===== src/rtl/sync_fifo_wr_arbiter.sv =====
// Packet-level round-robin write arbiter in front of a sync_fifo write port.
// Optional idle watchdog on the granted requester: define FIFO_ARB_WDOG_EN.
module sync_fifo_wr_arbiter #(
    parameter int NUM_REQ      = 4,
    parameter int DATA_WIDTH   = 8,
    parameter int FIFO_DEEP    = 1024,
    parameter int START_THRESH = 1000,
    parameter int MAX_PKT_LEN  = 256
`ifdef FIFO_ARB_WDOG_EN
    ,
    parameter int WDOG_CYCLES  = 64
`endif
) (
    input  logic                            sys_clk_i,
    input  logic                            rst_n_i,
    input  logic [NUM_REQ-1:0]              req_valid_i,
    input  logic [NUM_REQ*DATA_WIDTH-1:0]   req_data_i,
    input  logic [NUM_REQ-1:0]              req_last_i,
    output logic [NUM_REQ-1:0]              req_ready_o,
    input  logic [$clog2(FIFO_DEEP):0]      fifo_num_i,
    output logic                            fifo_wr_en_o,
    output logic [DATA_WIDTH-1:0]           fifo_din_o,
    output logic [NUM_REQ-1:0]              grant_o,
    output logic                            busy_o,
    output logic                            pkt_err_o
);

    localparam int NW = $clog2(FIFO_DEEP) + 1;
    localparam int CW = $clog2(MAX_PKT_LEN) + 1;
    localparam int IW = $clog2(NUM_REQ);

    localparam logic [NW-1:0] DEEP_N   = NW'(FIFO_DEEP);
    localparam logic [NW-1:0] THRESH_N = NW'(START_THRESH);
    localparam logic [CW-1:0] MAX_N    = CW'(MAX_PKT_LEN);

    typedef enum logic {IDLE, BUSY} state_t;

    state_t               state_q;
    logic [NUM_REQ-1:0]   grant_q;
    logic [IW-1:0]        rr_ptr_q;
    logic [CW-1:0]        beat_cnt_q;
    logic                 pkt_err_q;

    logic                 space_ok;
    logic                 start_ok;
    logic                 xfer;
    logic                 g_valid;
    logic                 g_last;
    logic [DATA_WIDTH-1:0] g_data;
    logic                 found_d;
    logic [IW-1:0]        sel_d;
    logic [CW-1:0]        cnt_inc;
    logic                 max_hit;

    assign space_ok = fifo_num_i < DEEP_N;
    assign start_ok = fifo_num_i < THRESH_N;

    always_comb begin
        g_valid = 1'b0;
        g_last  = 1'b0;
        g_data  = '0;
        for (int i = 0; i < NUM_REQ; i++) begin
            if (grant_q[i]) begin
                g_valid = req_valid_i[i];
                g_last  = req_last_i[i];
                g_data  = req_data_i[i*DATA_WIDTH +: DATA_WIDTH];
            end
        end
    end

    // Search starts just past the last winner so every requester gets a turn.
    always_comb begin
        int idx;
        idx     = 0;
        found_d = 1'b0;
        sel_d   = '0;
        for (int k = 1; k <= NUM_REQ; k++) begin
            idx = int'(rr_ptr_q) + k;
            if (idx >= NUM_REQ) idx = idx - NUM_REQ;
            if (!found_d && req_valid_i[idx]) begin
                found_d = 1'b1;
                sel_d   = IW'(idx);
            end
        end
    end

    assign req_ready_o  = (rst_n_i && state_q == BUSY && space_ok)
                          ? grant_q : '0;
    assign xfer         = |(req_valid_i & req_ready_o);
    assign fifo_wr_en_o = xfer;
    assign fifo_din_o   = g_data;

    assign cnt_inc = beat_cnt_q + 1'b1;
    assign max_hit = cnt_inc == MAX_N;

    assign grant_o   = grant_q;
    assign busy_o    = state_q == BUSY;
    assign pkt_err_o = pkt_err_q;

`ifdef FIFO_ARB_WDOG_EN
    localparam int WW = $clog2(WDOG_CYCLES + 1);
    localparam logic [WW-1:0] WDOG_LAST = WW'(WDOG_CYCLES - 1);
    logic [WW-1:0] wdog_q;
`endif

    always_ff @(posedge sys_clk_i) begin
        if (!rst_n_i) begin
            state_q    <= IDLE;
            grant_q    <= '0;
            rr_ptr_q   <= IW'(NUM_REQ - 1);
            beat_cnt_q <= '0;
            pkt_err_q  <= 1'b0;
`ifdef FIFO_ARB_WDOG_EN
            wdog_q     <= '0;
`endif
        end else begin
            pkt_err_q <= 1'b0;
            unique case (state_q)
                IDLE: begin
                    if (found_d && start_ok) begin
                        state_q    <= BUSY;
                        grant_q    <= {{(NUM_REQ-1){1'b0}}, 1'b1} << sel_d;
                        rr_ptr_q   <= sel_d;
                        beat_cnt_q <= '0;
`ifdef FIFO_ARB_WDOG_EN
                        wdog_q     <= '0;
`endif
                    end
                end
                BUSY: begin
                    if (xfer) begin
                        beat_cnt_q <= cnt_inc;
`ifdef FIFO_ARB_WDOG_EN
                        wdog_q     <= '0;
`endif
                        if (g_last) begin
                            state_q <= IDLE;
                            grant_q <= '0;
                        end else if (max_hit) begin
                            state_q   <= IDLE;
                            grant_q   <= '0;
                            pkt_err_q <= 1'b1;
                        end
                    end
`ifdef FIFO_ARB_WDOG_EN
                    // A space stall freezes the idle count rather than aging it.
                    else if (g_valid) begin
                        wdog_q <= '0;
                    end else if (space_ok) begin
                        if (wdog_q == WDOG_LAST) begin
                            state_q   <= IDLE;
                            grant_q   <= '0;
                            pkt_err_q <= 1'b1;
                            wdog_q    <= '0;
                        end else begin
                            wdog_q <= wdog_q + 1'b1;
                        end
                    end
`endif
                end
            endcase
        end
    end

endmodule


===== config.mk =====
export PLATFORM = sky130hd
export DESIGN_NAME = sync_fifo_wr_arbiter
export DESIGN_NICKNAME = d
export VERILOG_FILES = /design/src/rtl/sync_fifo_wr_arbiter.sv
export SDC_FILE = /design/constraint.sdc
export NUM_CORES = 1
export LEC_CHECK = 0
export CAP_MARGIN = 30
export CORE_UTILIZATION = 35
export CTS_CLUSTER_DIAMETER = 40
export DETAILED_ROUTE_END_ITERATION = 7
export PLACE_DENSITY = 0.72
export SYNTH_ARGS = -nofsm -noshare
export SYNTH_HDL_FRONTEND = slang
export SYNTH_SLANG_ARGS = --single-unit

===== constraint.sdc =====
create_clock -name sys_clk_i -period 2.4 [get_ports sys_clk_i]
set_input_delay 0.36 -clock sys_clk_i [delete_from_list [all_inputs] [get_ports sys_clk_i]]
set_output_delay 0.36 -clock sys_clk_i [all_outputs]
set_load 0.02 [all_outputs]

==> out/results.txt <==
Avg Inst Size Synth -> 7.53 µm²
Tot Pwr -> 1.08 mW
Hold/Removal Path Class -> reg2reg
Max cap viols -> 0
Vias/cell -> 5.46
TritonCTS clock tree -> yes
Num CTS Buffers -> 3
Register area share after synthesis -> 0.242
Crit path max fanout -> 5
R2R Setup Slk -> 0.41 ns
Layout cells sized above 1 -> 0.105
Total Routed Length -> 4.18 mm
Worst Path Required -> 2.04 ns
Setup Buffers After CTS -> 0
Worst slew margin -> 0.676
Vias -> 1660
WHS -> 0.514 ns
Worst Max-Slew Pin Slew -> 0.481 ns
Initial DRC Count -> 87
Synthesis-to-layout area growth -> 56.5%
Drt drc -> 0
CP max-delay cell -> clkdlybuf4s50_1
Post-synthesis register bit count -> 17
Max Slew Vio Count -> 0
PwrDens -> 492 nW/µm²
Multi-input logic area -> 965 µm²
Initial Util -> 0.373
Final TNS setup -> 0 ns
ANT nets after route -> 0
GPL Wtd Cong -> 0.792
RSZ-0062 raised after global routing -> no
Fmax -> 0.440 GHz
Syn. warnings -> 0
Storage element area -> 342 µm²
PortBufs -> 68
Clock slew at reported path FFs -> 0.06 ns
Clock Sinks -> 17
Vias in the first global route -> 1436
Commonest non-fill, non-tap cell in the layout -> clkdlybuf4s50_1
Most frequent cells in the layout -> clkdlybuf4s50_1 (61), a21oi_1 (19), o21ai_0 (19)
Status -> finished clean
Root buffer cell -> clkbuf_8
Final hold violations -> 0
Worst-Skew Late Latency -> 0.25 ns
Largest net degree at the start of global routing -> 19
Clk_skew -> 0.00115 ns
Crit path buf inv count -> 3
Diodes inserted -> 0
Die X -> 65.4 µm
Final period util -> 0.947
Routed WL per cell -> 13.8 µm
Max clock buf depth -> 2
Tmin final -> 2.27 ns
Die area -> 4280 µm²
Main synth FF type -> dfxtp_1
Cells after synthesis -> 187
Ys async rst share -> 0
Lkg Pwr -> 0.915 nW
Hold-fix buffers, CTS -> 0
Crit-path cells -> clkdlybuf4s50_1 > and3b_1 > o21ai_4 > inv_2 > clkdlybuf4s50_1
Most frequent cell on the critical path -> clkdlybuf4s50_1
Setup CP Type -> in2out
Row cnt -> 22
H-tree depth -> 1
Synth cell types -> 56
Nets@finish -> 312
Drt pass-1 iters -> 5
Mapped Area -> 1410 µm²
Syn Nets -> 242
# resized after CTS -> 1
Core area -> 3770 µm²
Maximum VDD drop -> 0.000348 V
Initial antenna violation count -> 0
CP Capture Type -> output pin
Max stage delay on crit path -> 0.59 ns
Setup Viol. Count Final -> 0
Global-route wire length before repair -> 6.60 mm
Number of synthesized flops with an enable pin -> 0
Worst Setup Start Kind -> primary input
Crit-path leading delay family -> buffers and inverters
Fill cell count -> 363
Crit path arrival time -> 1.91 ns
Chip height -> 65.4 µm
Grt ovf -> 0
Gr usage total -> 0.197
Num ports -> 72
Detailed placement HPWL -> 3.20 mm
area by class of cell:
cell class	instances	area share
clock buffer	4	0.0204
inverter	3	0.00511
multi-input combinational	153	0.438
sequential	17	0.155
tap	48	0.0273
timing repair buffer	79	0.354
cell families (layout without fill, tap and decap cells):
group / count (synthesis) / after routing / share of synthesized area
flops: 17 / 17 / 0.242
simple gates: 73 / 73 / 0.286
fa+ha+maj: 2 / 2 / 0.0178
buf+inv: 17 / 86 / 0.0729
mux: 2 / 2 / 0.0142
compound gates: 73 / 73 / 0.348
xor+xnor: 3 / 3 / 0.0187
worst register-to-register path, cell delays in order, from the launching register on:
cell,delay [ns]
dfxtp_1,0.43
ha_1,0.29
and2_2,0.21
xor2_1,0.24
a31oi_4,0.13
nor4_4,0.40
o21ai_0,0.16
synth_stat cells (2+ instances only):
master / count / share of area
a211oi_1: 2 / 0.011
a21oi_1: 19 / 0.068
a22o_1: 2 / 0.012
a22oi_1: 9 / 0.048
a31oi_1: 3 / 0.013
a32oi_1: 4 / 0.025
and2_1: 5 / 0.022
and3_1: 3 / 0.013
buf_4: 2 / 0.011
buf_6: 4 / 0.032
clkbuf_1: 6 / 0.016
dfxtp_1: 17 / 0.24
ha_1: 2 / 0.018
inv_1: 2 / 0.0053
mux2i_1: 2 / 0.014
nand2_1: 13 / 0.035
nand2b_1: 4 / 0.018
nand3_1: 8 / 0.028
nand3b_1: 4 / 0.021
nor2_1: 18 / 0.048
nor3_1: 3 / 0.011
o21ai_0: 19 / 0.068
or3_1: 2 / 0.0089
xor2_1: 2 / 0.012
state kept, by name, indices dropped and copies added, names as in the netlist:
| register | count |
|---|---|
| beat_cnt_q | 9 |
| busy_o | 1 |
| grant_o | 4 |
| pkt_err_o | 1 |
| rr_ptr_q | 2 |
per-stage QoR:
step                      std cells  worst slack [ns]  cell area [µm²]   util
after CTS                       304            0.0808             2190  0.580
after global placement          300             0.122             2140  0.567
after global routing            304            0.0153             2200  0.584
after floorplan                 187             0.412             1410      -
final                           304             0.127             2200  0.584
after detailed placement        300             0.120             2140  0.567
where the power goes:
group | total [mW] | internal [mW] | switching (mW)
combinational | 0.532 | 0.269 | 0.263
sequential | 0.337 | 0.305 | 0.0315
clock | 0.216 | 0.118 | 0.0977
worst paths after layout:
path / start / to / depth (start not counted)
setup / recovery: fifo_num_i[10] / fifo_wr_en_o / 5
setup reg to reg: beat_cnt_q[0] / grant_o[1] / 6
hold / removal: beat_cnt_q[6] / beat_cnt_q[6] / 2
hold reg to reg: beat_cnt_q[6] / beat_cnt_q[6] / 2
metal layers:
metal | vias to the layer above | track usage | wire length (µm)
met4 | 0 | 0.0408 | 29
met1 | 778 | 0.273 | 1990
met3 | 4 | 0.0278 | 177
met2 | 43 | 0.321 | 1990
met5 | - | 0 | 0
li1 | 835 | - | -
Note: power is estimated with default switching activity, not from simulation.
